$ cat src/rtl/al422_pkg.sv
// Shared AL422 FIFO constants and the writer state encoding.
package al422_pkg;

  localparam int unsigned AL422_DEPTH = 393216;
  localparam int unsigned AL422_CNT_W = 19;

  typedef enum logic [1:0] {
    StIdle  = 2'd0,
    StWrst  = 2'd1,
    StWlow  = 2'd2,
    StWhigh = 2'd3
  } wr_state_e;

endpackage

$ cat src/rtl/al422_writer_if.sv
// Byte-stream handshake into the AL422 writer; master drives bytes, slave returns ready.
interface al422_writer_if;

  logic [7:0] s_data;
  logic       s_valid;
  logic       s_frame_start;
  logic       s_ready;

  modport master (
    output s_data,
    output s_valid,
    output s_frame_start,
    input  s_ready
  );

  modport slave (
    input  s_data,
    input  s_valid,
    input  s_frame_start,
    output s_ready
  );

endinterface

$ cat src/rtl/al422_writer.sv
// Streams frame bytes into an AL422 FIFO: write-pointer reset on frame start, one
// WCK pulse per byte, per-frame byte count and sticky overflow at DEPTH.
module al422_writer
  import al422_pkg::*;
#(
  parameter int unsigned WRST_CYCLES = 2,
  parameter int unsigned DEPTH       = AL422_DEPTH
) (
  input  logic                   in_clk,
  input  logic                   in_nrst,
  al422_writer_if.slave          s_if,
  output logic                   al422_wck_out,
  output logic                   al422_nwe_out,
  output logic                   al422_nwrst_out,
  output logic [7:0]             al422_data_out,
  output logic                   overflow,
  output logic [AL422_CNT_W-1:0] frame_bytes
);

  localparam int unsigned WrstLast = 2 * WRST_CYCLES - 1;
  localparam int unsigned WrstW    = (WrstLast > 0) ? $clog2(WrstLast + 1) : 1;
  localparam logic [WrstW-1:0]       WrstLastCnt = WrstW'(WrstLast);
  localparam logic [AL422_CNT_W-1:0] DepthCnt    = AL422_CNT_W'(DEPTH);

  wr_state_e              r_state;
  logic                   r_wck, r_nwe, r_nwrst, r_overflow, r_synced;
  logic [7:0]             r_data, r_pend;
  logic [AL422_CNT_W-1:0] r_cnt, r_frame_bytes;
  logic [WrstW-1:0]       r_wrst_cnt;

  logic w_ready, w_accept, w_start, w_write;

  assign w_ready  = (r_state == StIdle) || (r_state == StWhigh);
  assign w_accept = s_if.s_valid && w_ready;
  assign w_start  = w_accept && s_if.s_frame_start;
  // Bytes before the first frame start, or beyond DEPTH, are accepted but never written.
  assign w_write  = w_accept && !s_if.s_frame_start && r_synced && (r_cnt != DepthCnt);

  assign s_if.s_ready    = w_ready;
  assign al422_wck_out   = r_wck;
  assign al422_nwe_out   = r_nwe;
  assign al422_nwrst_out = r_nwrst;
  assign al422_data_out  = r_data;
  assign overflow        = r_overflow;
  assign frame_bytes     = r_frame_bytes;

  always_ff @(posedge in_clk or negedge in_nrst) begin
    if (!in_nrst) begin
      r_state       <= StIdle;
      r_wck         <= 1'b0;
      r_nwe         <= 1'b1;
      r_nwrst       <= 1'b1;
      r_data        <= 8'h00;
      r_pend        <= 8'h00;
      r_overflow    <= 1'b0;
      r_synced      <= 1'b0;
      r_cnt         <= '0;
      r_frame_bytes <= '0;
      r_wrst_cnt    <= '0;
    end else begin
      unique case (r_state)
        StIdle, StWhigh: begin
          if (w_start) begin
            r_state    <= StWrst;
            r_nwrst    <= 1'b0;
            r_nwe      <= 1'b1;
            r_wck      <= 1'b1;
            r_pend     <= s_if.s_data;
            r_wrst_cnt <= '0;
          end else if (w_write) begin
            r_state <= StWlow;
            r_data  <= s_if.s_data;
            r_nwe   <= 1'b0;
            r_wck   <= 1'b0;
          end else begin
            r_state <= StIdle;
            r_wck   <= 1'b0;
            r_nwe   <= 1'b1;
          end
        end
        StWrst: begin
          // Last WRST cycle releases nWRST and launches the held frame-start byte.
          if (r_wrst_cnt == WrstLastCnt) begin
            r_state <= StWlow;
            r_nwrst <= 1'b1;
            r_data  <= r_pend;
            r_nwe   <= 1'b0;
            r_wck   <= 1'b0;
          end else begin
            r_wrst_cnt <= r_wrst_cnt + 1'b1;
            r_wck      <= ~r_wck;
          end
        end
        StWlow: begin
          r_state <= StWhigh;
          r_wck   <= 1'b1;
        end
        default: r_state <= StIdle;
      endcase

      if (w_start) begin
        r_frame_bytes <= r_cnt;
        r_cnt         <= AL422_CNT_W'(1);
        r_overflow    <= 1'b0;
        r_synced      <= 1'b1;
      end else if (w_accept && r_synced) begin
        if (r_cnt == DepthCnt) begin
          r_overflow <= 1'b1;
        end else begin
          r_cnt <= r_cnt + 1'b1;
        end
      end
    end
  end

endmodule

$ cat src/flat_wrapper.sv
// flat-port wrapper written by rule: the top's interface ports become plain ports
module al422_writer_flat import al422_pkg::*;
#(
  parameter int unsigned WRST_CYCLES = 2,
  parameter int unsigned DEPTH       = AL422_DEPTH
)
  (in_clk, in_nrst, al422_wck_out, al422_nwe_out, al422_nwrst_out, al422_data_out, overflow, frame_bytes, s_if_s_data, s_if_s_valid, s_if_s_frame_start, s_if_s_ready);
  al422_writer_if s_if_i ();
  input  logic in_clk;
  input  logic in_nrst;
  output logic al422_wck_out;
  output logic al422_nwe_out;
  output logic al422_nwrst_out;
  output logic [7:0] al422_data_out;
  output logic overflow;
  output logic [AL422_CNT_W-1:0] frame_bytes;
  input wire logic [$bits(s_if_i.s_data)-1:0] s_if_s_data;
  input wire logic [$bits(s_if_i.s_valid)-1:0] s_if_s_valid;
  input wire logic [$bits(s_if_i.s_frame_start)-1:0] s_if_s_frame_start;
  output wire logic [$bits(s_if_i.s_ready)-1:0] s_if_s_ready;
  assign s_if_i.s_data = s_if_s_data;
  assign s_if_i.s_valid = s_if_s_valid;
  assign s_if_i.s_frame_start = s_if_s_frame_start;
  assign s_if_s_ready = s_if_i.s_ready;
  al422_writer #(.WRST_CYCLES(WRST_CYCLES), .DEPTH(DEPTH)) u_core (.in_clk(in_clk), .in_nrst(in_nrst), .s_if(s_if_i), .al422_wck_out(al422_wck_out), .al422_nwe_out(al422_nwe_out), .al422_nwrst_out(al422_nwrst_out), .al422_data_out(al422_data_out), .overflow(overflow), .frame_bytes(frame_bytes));
endmodule
$ cat config.mk
export PLATFORM = sky130hd
export DESIGN_NAME = al422_writer_flat
export DESIGN_NICKNAME = d
export VERILOG_FILES = /design/src/rtl/al422_pkg.sv /design/src/rtl/al422_writer_if.sv /design/src/rtl/al422_writer.sv /design/src/flat_wrapper.sv
export SDC_FILE = /design/constraint.sdc
export NUM_CORES = 1
export LEC_CHECK = 0
export CAP_MARGIN = 40
export CORE_ASPECT_RATIO = 1.5
export CORE_MARGIN = 4
export CORE_UTILIZATION = 35
export DETAILED_ROUTE_END_ITERATION = 7
export PLACE_DENSITY_LB_ADDON = 0.05
export RECOVER_POWER = 100
export SLEW_MARGIN = 30
export SYNTH_ARGS = -nofsm -noshare
export SYNTH_HDL_FRONTEND = slang
export SYNTH_SLANG_ARGS = --single-unit
export TNS_END_PERCENT = 100
$ cat constraint.sdc
create_clock -name in_clk -period 2.3 [get_ports in_clk]
set_clock_uncertainty 0.15 [all_clocks]
set_input_delay 0.23 -clock in_clk [delete_from_list [all_inputs] [get_ports in_clk]]
set_output_delay 0.23 -clock in_clk [all_outputs]
set_load 0.02 [all_outputs]
Word-level counts from Yosys, hierarchy flattened
Cells that the tools add are included.
- register bits: 63
- input port bits: 12
- logic and storage cells: 73
- multiplexer cells: 27
- $add $sub $neg: 2
- equal/unequal tests: 12
- bitwise gates (word level): 1
- reductions and logical operators: 20
- operator list (kind ; number):
    $mux W19 ; 3
    $mux W8 ; 3
    $add A19 B1 Y19 const B ; 1
    $eq A19 B19 Y1 const B ; 1
    $ne A19 B19 Y1 const B ; 1
    $pmux W8 S2 ; 1
    $mux W1 ; 10
    $mux W2 ; 5
    $ne A2 B1 Y1 const B ; 4
    $reduce_and A2 Y1 ; 4
    $eq A2 B2 Y1 const B ; 3
    $logic_and A1 B1 Y1 ; 6
    $pmux W2 S3 ; 1
    $reduce_and A3 Y1 ; 2
    $reduce_bool A2 Y1 ; 3
    $ne A2 B2 Y1 const B ; 2
    $pmux W1 S2 ; 2
    $pmux W2 S2 ; 1
    $reduce_and A4 Y1 ; 1
    $pmux W1 S3 ; 1
    $add A2 B1 Y2 const B ; 1
    $eq A2 B1 Y1 const B ; 1
    $logic_not A2 Y1 ; 1
    $reduce_or A2 Y1 ; 1
    3 further kinds ; 3

Logic depth before layout (Yosys ltp)
Gate-level depths: netlist (run 1).
- depth in word-level cells: 9
- gate-level depth with buffers: 9
- mapped depth without buffers: 6

Worst setup path before layout (run 1)
No wires, ideal clock.
- kind: register to register
- start point: register u_core.r_state[1]
- end point: register u_core.r_cnt[15]
- path buffers: 1
- setup time: 78 ps
- cell stages (with the launch flop): 7
- required time: 2072 ps
- period minus slack after synthesis: 2353 ps
- arrival: 2125 ps
- path slack: -53 ps
- path through: dfrtp_1 ha_1 nand3_2 or4_4 buf_6 or3_1 a21oi_1
- longest elaborated chain between the ends: 6
- elaborated cells between the ends (all ways): 10
- RTL lines (item ; RTL line ; RTL):
    from (decl) ; al422_writer.sv:25 ; wr_state_e r_state;
    from (signal assigned) ; al422_writer.sv:49 ; r_state <= StIdle;
    from (signal assigned) ; al422_writer.sv:64 ; r_state <= StWrst;
    from (signal assigned) ; al422_writer.sv:71 ; r_state <= StWlow;
    $eq A2 B2 Y1 / $logic_not A2 Y1 (equally long branches) ; al422_writer.sv:33 ; assign w_ready = (r_state == StIdle) || (r_state == StWhigh);
    $logic_or A1 B1 Y1 (*) ; al422_writer.sv:33 ;
    named net s_if_s_ready ; flat_wrapper.sv:20 ; output wire logic [$bits(s_if_i.s_ready)-1:0] s_if_s_ready;
    $logic_and A1 B1 Y1 (*) ; al422_writer.sv:34 ; assign w_accept = s_if.s_valid && w_ready;
    $logic_and A1 B1 Y1, on equally long branches ; al422_writer.sv:35, al422_writer.sv:106 ;
    $ne A2 B1 Y1 (no line) / $reduce_bool A2 Y1 (equally long branches) ; - ;
    $reduce_and A2 Y1 (no line) ; - ;
    to (signal assigned) ; al422_writer.sv:110 ; r_cnt <= r_cnt + 1'b1;
    to (decl) ; al422_writer.sv:28 ; logic [AL422_CNT_W-1:0] r_cnt, r_frame_bytes;
The timed path passes the listed nets; every way through them passes the cells marked *.
A chain may end at the register's enable or synchronous reset.

Final worst setup path (run 1)
- start point: register u_core.r_state[1]
- end point: register u_core.r_cnt[15]
- longest elaborated chain between the ends: 6
- elaborated cells between the ends (all ways): 10
- RTL lines (item ; RTL line):
    $eq A2 B2 Y1 / $logic_not A2 Y1 (equally long branches) ; al422_writer.sv:33
    $logic_or A1 B1 Y1 (*) ; al422_writer.sv:33
    $logic_and A1 B1 Y1 (*) ; al422_writer.sv:34
    $logic_and A1 B1 Y1, on equally long branches ; al422_writer.sv:35, al422_writer.sv:106
    $ne A2 B1 Y1 (no line) / $reduce_bool A2 Y1 (equally long branches) ; -
    $reduce_and A2 Y1 (no line) ; -
Mark *: on every way between the ends. The rest lies on a longest branch, timed or not.

==> results.toml, run 1 <==
[floorplanning]
num_io_pins = 44
die_area_mm2 = 0.0103
floorplan.initialDensity_pct = 36.1
core.rowCount = 41
die-width_um = 84.3
die_y_um = 123
core_mm2 = 0.00846

[global_route]
grt_pass1_wl_um = 12800
grt_usage_pct = 15.9
grt_pass1_vias = 2583
antenna_found_initial = 0
grt_max_degree = 43
grt_overflow = 0

[logic_synthesis]
syn_inst = 327
synthesis.nets = 344
synth_ff_type = "dfrtp_1"
synth-edff-count = 0
yosysSeqAreaShare_pct = 51.6
synth.avg_cell_area_um2 = 9.36
ys_ff_latch = 63
yosysWarnings = 0
async_flop_share_pct = 100
netlist_area_mm2 = 0.00306
synth_cell_types = 42

[routing]
drt-total-wl_um = 7380
dr_total_vias = 2541
drc = 0
wl_per_cell_um = 15.1
drtIter0Drc = 70
route.met2.wl_um = 3630
routed.top_layer = "met4"
postRouteAntennaNets = 0
wl_met3_um = 241
dr.pass1.iters = 4
vias_per_cell = 5.19
wl_met1_um = 3320

[sta]
fmax_mhz = 464
maxSlewHeadroom_pct = 11.8
slew_viol_final = 0
fin_tns_setup_ns = 0
fin_crit_ns = 2.16
hold_ws_ns = 0.315
hold_viol = 0
setup_viol = 0
fin_crit_sh_pct = 93.7
rsz0062_at_grt = "false"
tightest_slew_ns = 1.32

[critical_path]
crit_required_ns = 2.40
path_max_fanout = 11
cpPeakStageDelay_ns = 0.60
ff2ff_setup_slack_ns = 0.14
arrival_ns = 2.26
critPathKind = "reg -> reg"
cp_slowest_cell = "or4_4"
worst_setup_path_start_kind = "flip-flop"
crit_chain = "ha_4 > nand3_2 > or4_4 > or3_1 > a21oi_1"
end_kind = "flip-flop"

[placed_design]
place_hpwl_um = 5120
globalplace.congestion = 0.726
port_buffers = 43
postPlaceCellArea_mm2 = 0.00368

[power_and_ir_drop]
power_w = 0.00453
p_leak_nw = 1.80
power_density_mw_per_mm2 = 1140
peakVddDrop_v = 0.000436

[finish]
layout-drive-gt1-share_pct = 8.62
diodes = 0
stdcell_area_mm2 = 0.00396
layout.nets = 397
area_growth_pct = 29.4

[status]
status = "finished, final reports clean"

[clock_tree]
cts_max_level = 3
clock_latency_ns = 0.33
clk_path_buf_depth = 2
cts.clk_slew.worst_paths_ns = 0.05
post_cts_buffers = 0
numClockSinks = 63
cts_buffers = 9
cts_tree = "yes"
root_buffer = "clkbuf_16"

[run]
cap_violations = 0

[hold_path]
hp-class = "in -> reg"
[what timing repair did]
item,4_1_cts,5_1_grt
endpoints found under the hold margin,19,0
resized for setup,1,1
endpoints found under the setup margin,1,4
hold buffers,1,0
pin swaps,0,0
[flip-flops by register name (all words and copies together), names as in the netlist]
signal,count
u_core.al422_data_out,8
u_core.r_pend,8
u_core.al422_nwe_out,1
u_core.r_cnt,19
u_core.frame_bytes,19
u_core.r_state,2
u_core.r_synced,1
u_core.al422_wck_out,1
u_core.al422_nwrst_out,1
u_core.overflow,1
u_core.r_wrst_cnt,2
[cell type report]
class	count	area (um^2)
inverter	8	30.0
clock inverter	1	30.0
fill	822	4510
sequential	63	1580
tap	107	134
timing repair buffer	62	562
clock buffer	13	250
multi-input combinational	236	1370
[where the power goes]
part	switching [W]	leakage [nW]	internal [W]	total (W)
sequential	0.000181	0.819	0.00137	0.00155
clock	0.000446	0.136	0.000856	0.00130
combinational	0.000968	0.843	0.000705	0.00167
[path summary, 6_finish.rpt]
kind / from / end / depth (start not counted)
worst min register to register: u_core.frame_bytes[3] / u_core.frame_bytes[3] / 2
worst max-delay path: u_core.r_state[1] / u_core.r_cnt[15] / 5
min in group asynchronous: in_nrst / u_core.r_wrst_cnt[0] / 2
worst max register to register: u_core.r_state[1] / u_core.r_cnt[15] / 5
worst min-delay path: s_if_s_data[6] / u_core.r_pend[6] / 3
max in group asynchronous: in_nrst / u_core.r_synced / 3
[metrics by stage]
step | util [%] | cells | setup slack (ns)
global route | 46.8 | 490 | 0.0119
detailed placement | 43.5 | 475 | 0.0886
floorplan | - | 327 | 0.0176
CTS | 46.9 | 490 | 0.0784
global placement | 43.5 | 475 | 0.135
finish | 46.8 | 490 | 0.144
[worst max-delay path: cells and delay by family, from the launching register on]
family,cells,cell delay [ns]
adder cells (fa/ha/maj),1,0.32
flip-flops,1,0.42
AND/OR/NAND/NOR,3,1.04
AO/OA/AOI/OAI,1,0.15
[synth_stat cells (7+ instances only)]
cell | instances | share of area [%]
o22ai_1 | 8 | 1.6
mux2i_1 | 8 | 2.6
nand2_1 | 79 | 9.7
a31oi_1 | 8 | 1.6
a21oi_1 | 15 | 2.5
dfrtp_1 | 61 | 50
inv_1 | 8 | 0.98
nand3_1 | 13 | 2.1
o21ai_0 | 17 | 2.8
or3_1 | 9 | 1.8
nor2_1 | 11 | 1.3
nand4_1 | 7 | 1.4
nand4b_1 | 10 | 2.9
clkbuf_1 | 12 | 1.5
[layer usage]
layer  vias to the layer above  track usage [%]
li1                       1271                -
met1                      1213             19.7
met2                        44             25.8
met3                        13             3.16
met4                         0             8.81
met5                         -                0
[cells by family after synthesis]
group | after synthesis | share of synthesized area (%)
compound gates | 58 | 11.2
xor+xnor | 6 | 1.72
fa+ha+maj | 5 | 2.04
buf+inv | 28 | 3.89
flops | 63 | 51.6
mux | 8 | 2.62
simple gates | 159 | 26.9
[placed cells by master (no fill, tap or decap), types with 2 or more instances in the layout]
| cell type | count |
|---|---|
| ha_1 | 4 |
| a21oi_1 | 15 |
| inv_1 | 8 |
| nand3b_1 | 4 |
| xor2_1 | 4 |
| or3_1 | 9 |
| mux2i_1 | 8 |
| dlygate4sd3_1 | 32 |
| clkdlybuf4s50_1 | 10 |
| buf_4 | 11 |
| or4_1 | 2 |
| dfrtp_1 | 61 |
| nor4_1 | 3 |
| clkbuf_1 | 7 |
| nor2b_1 | 3 |
| nand4_1 | 7 |
| nand4b_1 | 10 |
| nand3_1 | 13 |
| clkbuf_16 | 9 |
| o22ai_1 | 8 |
| o21ai_0 | 17 |
| a21o_1 | 2 |
| a31oi_1 | 8 |
| nand2_1 | 79 |
| and3_1 | 2 |
| a41oi_1 | 2 |
| nor3_1 | 4 |
| clkbuf_2 | 3 |
| o31ai_1 | 3 |
| xnor2_1 | 2 |
| nor2_1 | 11 |
| dfstp_2 | 2 |
| and4_1 | 4 |
Note: power is estimated with default switching activity, not from simulation.
==> inputs of run 2 (changes only) <==
- clock period: 2.3 -> 2.1 ns (I/O delays scaled with it)
==> run 2 against run 1 <==
  * The flow now finishes with violations (setup timing)
  * Register-to-register slack got worse by 0.16 ns
  * Count of clock-buffer cells in the layout decreased by 1
  * Sequential cell count unchanged
  * Non-clock buffer count increased by 17
  * Critical path depth unchanged
  * Sequential power increased by 8%
  * Maximum frequency increased by 1.9%
  * Clock power increased by 5%
  * Core utilization increased by 1.9 points
  * Critical endpoint is now u_core.r_cnt[17]
==> results.toml, run 2 (same netlist as run 1, synthesis figures left out) <==
[status]
status = "complete, but fails checks"
violations = "setup timing"

[power_and_ir_drop]
power_density_mw_per_mm2 = 1220
p_leak_nw = 1.89
peakVddDrop_v = 0.000543

[finish]
final_common_cell = "nand2_1"
layout.nets = 415
post-route-util_pct = 48.7
most-common-layout-cells = "nand2_1 (79), dfrtp_1 (61), buf_4 (32)"
fin_cells = 510
stdcell_area_mm2 = 0.00412
layout-drive-gt1-share_pct = 15.4
diodes = 0
area_growth_pct = 34.8
fillers = 847

[floorplanning]
die_area_mm2 = 0.0103
core.rowCount = 41
core_mm2 = 0.00846
num_io_pins = 44
die-width_um = 84.3
die_y_um = 123
floorplan.initialDensity_pct = 36.1

[run]
cap_violations = 0

[routing]
dr.pass1.iters = 4
vias_per_cell = 5.13
dr_total_vias = 2617
drt-total-wl_um = 7640
wl_per_cell_um = 15.0
drc = 0
drtIter0Drc = 130
postRouteAntennaNets = 0

[clock_tree]
cts.clk_slew.worst_paths_ns = 0.05
root_buffer = "clkbuf_16"
cts_tree = "yes"
cts_max_level = 3
clock_latency_ns = 0.33
cts_buffers = 9
numClockSinks = 63
clk_path_buf_depth = 2
post_cts_buffers = 0

[sta]
fin_crit_sh_pct = 101
maxSlewHeadroom_pct = 41.6
hold_viol = 0
setup_ws_ns = -0.0159
slew_viol_final = 0
fin_crit_ns = 2.12
setup_viol = 2
fmax_mhz = 473
rsz0062_at_grt = "true"
tightest_slew_ns = 0.876

[placed_design]
dp_cells = 492
place_hpwl_um = 5330
globalplace.congestion = 0.768
postPlaceCellArea_mm2 = 0.00382
port_buffers = 43

[critical_path]
end_kind = "flip-flop"
worst_setup_path_start_kind = "flip-flop"
path_max_fanout = 5
arrival_ns = 2.22
crit_required_ns = 2.21
critPathKind = "reg -> reg"

[global_route]
grt_pass1_vias = 2706
grt_max_degree = 64
grt_usage_pct = 16.0
grt_pass1_wl_um = 13100
antenna_found_initial = 0
grt_overflow = 0

[hold_path]
hp-class = "in -> reg"
run 2: cell count changes in the layout (fill, tap and decap cells not counted), moves of 2 or more:
cell	change
nand3_4	+2
a21oi_1	-2
clkinv_2	+4
clkbuf_1	-5
a21oi_2	+2
buf_4	+21
clkbuf_2	-2
run 2: metal layers:
| layer | track usage (%) | wire length [um] |
|---|---|---|
| met4 | 7.43 | 120 |
| met5 | 0 | 0 |
| met3 | 3.22 | 234 |
| met2 | 27.0 | 3930 |
| met1 | 19.6 | 3350 |
run 2: path summary, 6_finish.rpt:
path / startpoint / endpoint / slack [ns] / depth (start not counted)
setup / recovery: u_core.r_state[1] / u_core.r_cnt[17] / -0.02 / 5
max in group asynchronous: in_nrst / u_core.frame_bytes[15] / 0.73 / 3
setup reg to reg: u_core.r_state[1] / u_core.r_cnt[17] / -0.02 / 5
hold reg to reg: u_core.frame_bytes[11] / u_core.frame_bytes[11] / 0.32 / 2
hold / removal: s_if_s_data[0] / u_core.r_pend[0] / 0.29 / 3
min in group asynchronous: in_nrst / u_core.r_wrst_cnt[1] / 0.50 / 3
run 2: critical path: stages, from the launching register on:
cell	delay (ns)
dfrtp_1	0.42
ha_4	0.31
nand3_4	0.09
or4_4	0.57
or3_1	0.39
a21oi_2	0.13
run 2: per-stage QoR:
| step | TNS, ns | power, W | setup slack, ns | hold WS [ns] |
|---|---|---|---|---|
| floorplan | -0.110 | 0.00296 | -0.0387 | -0.236 |
| global placement | -0.0377 | 0.00372 | -0.0257 | 0.107 |
| detailed placement | -0.217 | 0.00375 | -0.0719 | 0.107 |
| CTS | 0 | 0.00513 | 0.000400 | 0.282 |
| global route | -0.253 | 0.00541 | -0.0603 | 0.310 |
| finish | -0.0243 | 0.00503 | -0.0159 | 0.294 |
run 2: what timing repair did:
action / CTS / global route
cloned: 0 / 1
resized for setup: 1 / 8
pin swaps: 0 / 2
hold endpoints to repair: 61 / 0
hold buffers: 1 / 0
endpoints found under the setup margin: 1 / 10
run 2: final cells by class:
| cell class | instances | area, um^2 | area share (%) |
|---|---|---|---|
| clock buffer | 12 | 256 | 6.22 |
| clock inverter | 4 | 20.0 | 0.486 |
| inverter | 8 | 30.0 | 0.728 |
| multi-input combinational | 237 | 1410 | 34.3 |
| sequential | 63 | 1580 | 38.3 |
| tap | 107 | 134 | 3.25 |
| timing repair buffer | 79 | 691 | 16.8 |
run 2: where the power goes:
part	switching (W)	internal, W	total, W
combinational	0.00111	0.000880	0.00199
sequential	0.000180	0.00150	0.00168
clock	0.000509	0.000853	0.00136
total	0.00180	0.00324	0.00503
==> inputs of run 3 (changes only) <==
- CORE_MARGIN: 4 -> 5
==> run 3 against run 2 <==
  * The run still ends with setup timing left
  * Sequential cell count unchanged
  * Cell area up 2.0%
  * Power up 6.0%
  * Sequential share of layout area down 0.73 points
  * Critical path type unchanged
  * Highest routed layer unchanged
==> results.toml, run 3 (same netlist as run 1, synthesis figures left out) <==
[status]
status = "complete, but fails checks"
violations = "setup timing"

[sta]
slew_viol_final = 0
rsz0062_at_grt = "true"
fin_tns_setup_ns = -0.0347
fin_crit_sh_pct = 101
fin_crit_ns = 2.13
hold_viol = 0
tightest_slew_ns = 0.846
fmax_mhz = 470
setup_viol = 2
maxSlewHeadroom_pct = 43.6
setup_ws_ns = -0.0257

[global_route]
antenna_found_initial = 0
grt_pass1_vias = 2667
grt_pass1_wl_um = 13600
grt_overflow = 0
grt_usage_pct = 15.7
grt_max_degree = 51

[critical_path]
worst_setup_path_start_kind = "flip-flop"
crit_required_ns = 2.20
end_kind = "flip-flop"
arrival_ns = 2.23
path_buf_inv = 0
critical_path.top_delay_family = "simple AND/OR/NAND/NOR gates"
reg2reg_depth = 5
path_depth = 5
cp_slowest_cell = "or4_4"
crit_chain = "ha_4 > nand3_4 > or4_4 > or3_4 > a21oi_2"
path_max_fanout = 5
cpPeakStageDelay_ns = 0.54
critPathKind = "reg -> reg"

[routing]
drc = 0
drt-total-wl_um = 7940
drtIter0Drc = 72
vias_per_cell = 5.12
wl_per_cell_um = 15.6
dr_total_vias = 2609
dr.pass1.iters = 4
postRouteAntennaNets = 0

[power_and_ir_drop]
power_density_mw_per_mm2 = 1270
peakVddDrop_v = 0.000516
p_leak_nw = 1.85

[finish]
diodes = 0
most-common-layout-cells = "nand2_1 (79), dfrtp_1 (60), clkdlybuf4s50_1 (41)"
layout-drive-gt1-share_pct = 16.4
final_common_cell = "nand2_1"
layout.nets = 415
area_growth_pct = 37.5

[floorplanning]
core_mm2 = 0.00846
die_y_um = 125
core.rowCount = 41
die_area_mm2 = 0.0107
die-width_um = 86.3
num_io_pins = 44
floorplan.initialDensity_pct = 36.1

[run]
cap_violations = 0

[placed_design]
globalplace.congestion = 0.769
place_hpwl_um = 5390
port_buffers = 43
pre_cts_ws_ns = -0.0894

[hold_path]
hp-class = "in -> reg"
min_path_cells = 3

[clock_tree]
cts.clk_slew.worst_paths_ns = 0.06
post_cts_buffers = 0
cts_tree = "yes"
numClockSinks = 63
clock_latency_ns = 0.32
clk_path_buf_depth = 2
cts_max_level = 3
cts_buffers = 9
root_buffer = "clkbuf_16"
==> run 3: cell types whose count changed in the layout (fill, tap and decap cells not counted), sizes merged <==
| cell | change |
|---|---|
| buf | +2 |
| clkbuf | -3 |
| dlygate4sd3 | -30 |
| clkinvlp | +1 |
| bufinv | +2 |
| clkdlybuf4s50 | +30 |
| clkinv | -2 |
==> run 3: worst min-delay path: cells and delay by family <==
kind,cells,cell delay [ns]
buffers and inverters,1,0.42
AND/OR/NAND/NOR,2,0.10
==> run 3: layout make-up <==
| class | count | area [um^2] |
|---|---|---|
| Clock buffer | 11 | 243 |
| Clock inverter | 5 | 81.3 |
| Fill cell | 816 | 4260 |
| Inverter | 8 | 30.0 |
| Multi-Input combinational cell | 237 | 1430 |
| Sequential cell | 63 | 1580 |
| Tap cell | 107 | 134 |
| Timing Repair Buffer | 79 | 708 |
==> run 3: metal layers <==
metal	vias to the layer above	part of all wire [%]	GRT usage (%)
li1	1306	-	-
met1	1266	46	20.4
met2	31	50	25.2
met3	6	2.8	3.24
met4	0	1.1	5.96
met5	-	0	0
==> run 3: timing repair <==
action / CTS / global route
hold endpoints to repair: 13 / 0
endpoints found under the setup margin: 2 / 23
gates cloned: 0 / 1
pin swaps: 0 / 4
gates resized for setup: 1 / 11
hold buffers: 1 / 0
==> run 3: per-stage QoR <==
stage | cell area [um^2] | util, % | power (W) | hold slack (ns) | instances
2_1_floorplan | 3070 | - | 0.00296 | -0.236 | 327
5_1_grt | 4210 | 49.7 | 0.00572 | 0.307 | 510
4_1_cts | 4150 | 49.0 | 0.00537 | 0.187 | 509
3_3_place_gp | 3820 | 45.1 | 0.00371 | -0.0127 | 492
6_report | 4210 | 49.7 | 0.00534 | 0.298 | 510
3_5_place_dp | 3820 | 45.1 | 0.00375 | -0.0111 | 492
==> run 3: final timing paths <==
kind / end / startpoint / slack [ns]
worst max-delay path: u_core.r_cnt[11] / u_core.r_state[1] / -0.03
worst min-delay path: u_core.r_pend[1] / s_if_s_data[1] / 0.30
worst max register to register: u_core.r_cnt[11] / u_core.r_state[1] / -0.03
worst min register to register: u_core.r_pend[3] / u_core.r_pend[3] / 0.33
max in group asynchronous: u_core.al422_nwrst_out / in_nrst / 0.65
min in group asynchronous: u_core.r_wrst_cnt[0] / in_nrst / 0.36
==> run 3: power breakdown <==
group          internal, W  switching [W]
registers          0.00151       0.000196
logic             0.000920        0.00111
clock network      0.00107       0.000535
total              0.00350        0.00184
==> patch 1: new RTL, settings of run 3 <==
Make the reset (`in_nrst`) synchronous in one clocked block.
--- a/src/rtl/al422_writer.sv
+++ b/src/rtl/al422_writer.sv
@@ -44,7 +44,7 @@
   assign overflow        = r_overflow;
   assign frame_bytes     = r_frame_bytes;
 
-  always_ff @(posedge in_clk or negedge in_nrst) begin
+  always_ff @(posedge in_clk) begin
     if (!in_nrst) begin
       r_state       <= StIdle;
       r_wck         <= 1'b0;
Check against the original RTL: differs if in_nrst is asserted again (counterexample within 4 cycles, from zero or initial values and one cycle with in_nrst low); with in_nrst held inactive, the same outputs for 10 cycles.
==> patch 1 against run 3 <==
Wire length is 12% lower; synthesized area shrank 5.9%; synthesized cell count rose by 2.1%; global-route usage decreased by 0.34 points; sequential cell count is the same; combinational power down 45%; final area down 7.5%; die area down 5.3%; power fell by 24%; critical path depth up 1; sequential power decreased by 18%; worst setup slack better by 140 ps; fmax is 6.9% higher; largest cell class is now multi-input combinational cells; largest power group is now clock.
==> patch 1: results (changes against run 3) <==
status finished clean; P&R area growth vs syn 35.2%; Yosys cell types 47 (+12%); share of cells above drive strength 1 0.155 (-0.00916); reg2reg setup slack 110 ps (+140 ps); DR pass1 iterations 4 (unchanged); RD Place Congestion 0.787 (+2.4%); synth cell count leaders nand2_1 (87), dfxtp_1 (63), a21boi_0 (30); combinational power share 0.278 (-0.102); Post-CTS Resized 1 (unchanged); hold path cells 2 (-1); syn_nets 352 (+2.3%); largest net degree at the start of global routing 26 (-49%); hpwl dp 5.03 mm (-6.7%); total clock buffers created by CTS 9 (unchanged); total power draw 4.04 mW (-24%); Flop pwr share 0.345 (+0.026); Final nets 414 (-0.24%); maxcap violations 0 (unchanged); top cell family by delay on the critical path simple AND/OR/NAND/NOR gates; DR vias 2480 (-4.9%); top post-synthesis cells by area dfxtp_1 (44%), nand2_1 (11%), a21boi_0 (7.8%), mux2i_1 (3.5%), mux2_2 (3.1%); root buffer cell clkbuf_16; fillcell total 788 (-3.4%); switching portion of total power 0.295 (-0.0498); CTS H-tree depth 3 (unchanged); Starting DRT DRC Count 84 (+17%); Lkg Pwr 1.54 nW (-17%); Slew HR 0.691 (+0.255); Worst Path Max Fanout 6 (+1); Tot GR Track Use 0.153 (-0.00340); HP Class flip-flop to flip-flop; VDD IR max 0.000468 V (-9.3%); CP max stage delay 490 ps (-50 ps); Reg2Reg Depth 6 (+1); post-synthesis sequential area ratio 0.438 (-0.0781); prevailing post-synth register cell dfxtp_1; # port buffers 43 (unchanged); number of antenna diodes 0 (unchanged); synthesis warning total 0 (unchanged); DRC Markers 0 (unchanged); CTS Buffer Depth 2 (unchanged); number of global-route vias before repair 2548 (-4.5%); Inst Count DP 490 (-0.41%); initial antenna violation count 0 (unchanged); DR WL/cell 13.8 um (-11%); Crit path arrival time 2100 ps (-130 ps); Avg Inst Size Synth 8.62 um2 (-7.9%); slowest stage cell on the critical path or4_1; first-pass GRT wire length 12.4 mm (-8.6%); async set-or-reset flop fraction in the synthesized netlist 0 (-1.00); endpoints failing hold 0 (unchanged); DR vias/cell 4.90 (-4.2%); Post-CTS Setup Repair Bufs 0 (unchanged)
==> patch 1: cells by family after synthesis <==
group / share of synthesized area
and+or+nand+nor: 0.249
AOI/OAI and AO/OA: 0.156
DFF: 0.438
buffers and inverters: 0.0409
muxes: 0.0661
xor gates and xnor gates: 0.0243
adders and majority gates: 0.0261
==> patch 1: through the flow <==
| stage | hold WS, ps | cell area [um2] | TNS, ps | setup slack (ps) | util |
|---|---|---|---|---|---|
| 2_1_floorplan | 205 | 2880 | 0 | 2.02 | - |
| 3_3_place_gp | 295 | 3570 | 0 | 3.81 | 0.445 |
| 4_1_cts | 304 | 3870 | 0 | 2.80 | 0.484 |
| 3_5_place_dp | 305 | 3570 | -33.1 | -28.2 | 0.445 |
| 5_1_grt | 325 | 3890 | -6.05 | -6.05 | 0.486 |
| 6_report | 307 | 3890 | 0 | 111 | 0.486 |
==> patch 1: final cells by class <==
cell class / instances / area share
multi-input cells: 244 / 0.390
clock inverters: 3 / 0.0103
well taps: 105 / 0.0338
inverters: 6 / 0.00579
repair buffers: 72 / 0.167
clock buffers: 13 / 0.0694
flip-flops and latches: 63 / 0.324
==> patch 1: worst paths after layout <==
path                                   end                startpoint
setup / recovery          u_core.r_cnt[15]         u_core.r_state[0]
hold / removal    u_core.al422_data_out[3]  u_core.al422_data_out[3]
setup reg to reg          u_core.r_cnt[15]         u_core.r_state[0]
hold reg to reg   u_core.al422_data_out[3]  u_core.al422_data_out[3]
==> patch 1: layer usage <==
layer,share of wire,vias to the layer above,GRT usage
li1,-,1294,-
met1,0.43,1144,0.170
met2,0.52,30,0.264
met3,0.034,12,0.0496
met4,0.023,0,0.0704
met5,0,-,0
==> patch 2: new RTL, flow settings as in run 3 <==
Without the edit above. `WRST_CYCLES` is set to 2 in 2 places; all go to 4.
--- a/src/rtl/al422_writer.sv
+++ b/src/rtl/al422_writer.sv
@@ -3,7 +3,7 @@
 module al422_writer
   import al422_pkg::*;
 #(
-  parameter int unsigned WRST_CYCLES = 2,
+  parameter int unsigned WRST_CYCLES = 4,
   parameter int unsigned DEPTH       = AL422_DEPTH
 ) (
   input  logic                   in_clk,
--- a/src/flat_wrapper.sv
+++ b/src/flat_wrapper.sv
@@ -1,7 +1,7 @@
 // flat-port wrapper written by rule: the top's interface ports become plain ports
 module al422_writer_flat import al422_pkg::*;
 #(
-  parameter int unsigned WRST_CYCLES = 2,
+  parameter int unsigned WRST_CYCLES = 4,
   parameter int unsigned DEPTH       = AL422_DEPTH
 )
   (in_clk, in_nrst, al422_wck_out, al422_nwe_out, al422_nwrst_out, al422_data_out, overflow, frame_bytes, s_if_s_data, s_if_s_valid, s_if_s_frame_start, s_if_s_ready);
Check against the original RTL: not equivalent (Yosys sat finds a counterexample within 10 cycles, from zero or initial values and one cycle with in_nrst low).
==> patch 2 against run 3 <==
Global-route usage fell by 0.99 points; first-iteration DRC count rose by 50%; synthesized area fell by 0.98%; power fell by 4.1%; wire length fell by 11%; worst setup slack improved by 130 ps; final area fell by 3.1%; sequential cell count rose by 1.
==> patch 2: results (changes against run 3) <==
CTS H-tree depth 3 (unchanged); prevailing post-synth register cell dfrtp_1; async set-or-reset flop fraction in the synthesized netlist 1.00 (unchanged); CTS Buffer Depth 2 (unchanged); share of cells above drive strength 1 0.185 (+0.0211); Skew-Pair Late Insertion Delay between 300 and 400 ps; WL final 7.03 mm (-11%); syn_nets 325 (-5.5%); DR vias/cell 4.90 (-4.3%); Final nets 397 (-4.3%); post-synthesis sequential area ratio 0.530 (+0.0134); # port buffers 43 (unchanged); met1 GRT Util 0.164 (-0.0394); cts hold-fix bufs 1 (unchanged); CP max stage delay 390 ps (-150 ps); crit path to s_if_s_ready; hpwl dp 5.01 mm (-7.1%); Yosys cell types 41 (-2.4%); top cell family by delay on the critical path buffers and inverters; P_int 3.47 mW (-0.74%); largest net degree at the start of global routing 42 (-18%); initial antenna violation count 0 (unchanged); Starting DRT DRC Count 108 (+50%); synthesis warning total 0 (unchanged); reg2reg setup slack 130 ps (+160 ps); Reg2Reg Depth 6 (+1); fillcell total 841 (+3.1%); status finished clean; Met3 Routed Length 289 um (+31%); Post-CTS Setup Repair Bufs 0 (unchanged); Highest Signal Layer met4; Slew HR 0.171 (-0.265); Comb. pwr 1.92 mW (-5%); CTS clk-pin slew, worst paths 60 ps (about the same); met3 Track Usage GR 0.0344 (+0.00199); WL met2 3.65 mm (-8.2%); synth cell count leaders nand2_1 (83), dfrtp_1 (62), nor2_1 (17), o21ai_0 (17), clkbuf_1 (11); number of antenna diodes 0 (unchanged); Worst Path Max Fanout 8 (+3); first-pass GRT wire length 11.9 mm (-13%); HP Class input pin to flip-flop; RD Place Congestion 0.762 (-0.85%); Post-CTS Resized 1 (unchanged); M1 wire length 2.92 mm (-20%); slowest stage cell on the critical path dfrtp_1; DR pass1 iterations 4 (unchanged); Lkg Pwr 1.97 nW (+6.4%); Tot GR Track Use 0.147 (-0.00991); root buffer cell clkbuf_16; number of global-route vias before repair 2460 (-7.8%); Critical path origin u_core.r_state[1]; VDD IR max 0.000794 V (+54%); min-delay src s_if_s_data[6]; clock power share 0.301 (about the same); R2R Path End u_core.r_cnt[14]; top post-synthesis cells by area dfrtp_1 (51%), nand2_1 (10%), mux2_4 (4.0%), mux2_2 (3.0%), o21ai_0 (2.8%); Crit path arrival time 1640 ps (-590 ps); total clock buffers created by CTS 9 (unchanged); GR Util met2 0.255 (+0.00328)
==> patch 2: cell types whose count changed after synthesis, sizes merged, moves of 6 or more <==
cell,before,now
a31oi,8,0
nand4b,10,0
mux2,0,16
nor2,11,19
mux2i,8,2
o22ai,8,0
==> patch 2: how the worst min path moves through the flow <==
stage,endpoint,cells past startpoint
2_1_floorplan,u_core.al422_data_out[0],0
3_3_place_gp,u_core.frame_bytes[5],2
3_5_place_dp,u_core.frame_bytes[5],2
4_1_cts,u_core.frame_bytes[8],3
5_1_grt,u_core.r_pend[3],3
6_report,u_core.r_pend[6],3
==> patch 2: through the flow <==
| stage | hold slack, ps | setup slack [ps] | total power, mW | cell area, um2 | cells |
|---|---|---|---|---|---|
| global placement | 84.9 | 82.4 | 3.65 | 3760 | 473 |
| CTS | 267 | 24.5 | 5.25 | 4080 | 490 |
| floorplan | -236 | 6.12 | 2.90 | 3030 | 307 |
| global route | 284 | 14.8 | 5.45 | 4080 | 491 |
| detailed placement | 84.9 | 54.0 | 3.68 | 3760 | 473 |
| finish | 283 | 105 | 5.12 | 4080 | 491 |
==> patch 2: logic make-up (layout without fill, tap and decap cells) <==
family          count (synthesis)  count (layout)  share of synthesized area
simple gates                  146             146                      0.224
flops                          64              64                      0.530
compound gates                 44              44                     0.0958
buf+inv                        23             100                     0.0326
mux                            18              18                     0.0760
fa+ha+maj                       6               6                     0.0248
xor+xnor                        6               6                     0.0173
==> patch 2: layout make-up <==
type | instances | area (um2) | area share
clock buffers | 12 | 236 | 0.0580
clock inverters | 4 | 70.1 | 0.0172
inverters | 8 | 30.0 | 0.00737
multi-input cells | 220 | 1340 | 0.329
flip-flops and latches | 64 | 1600 | 0.394
well taps | 107 | 134 | 0.0329
repair buffers | 76 | 662 | 0.162
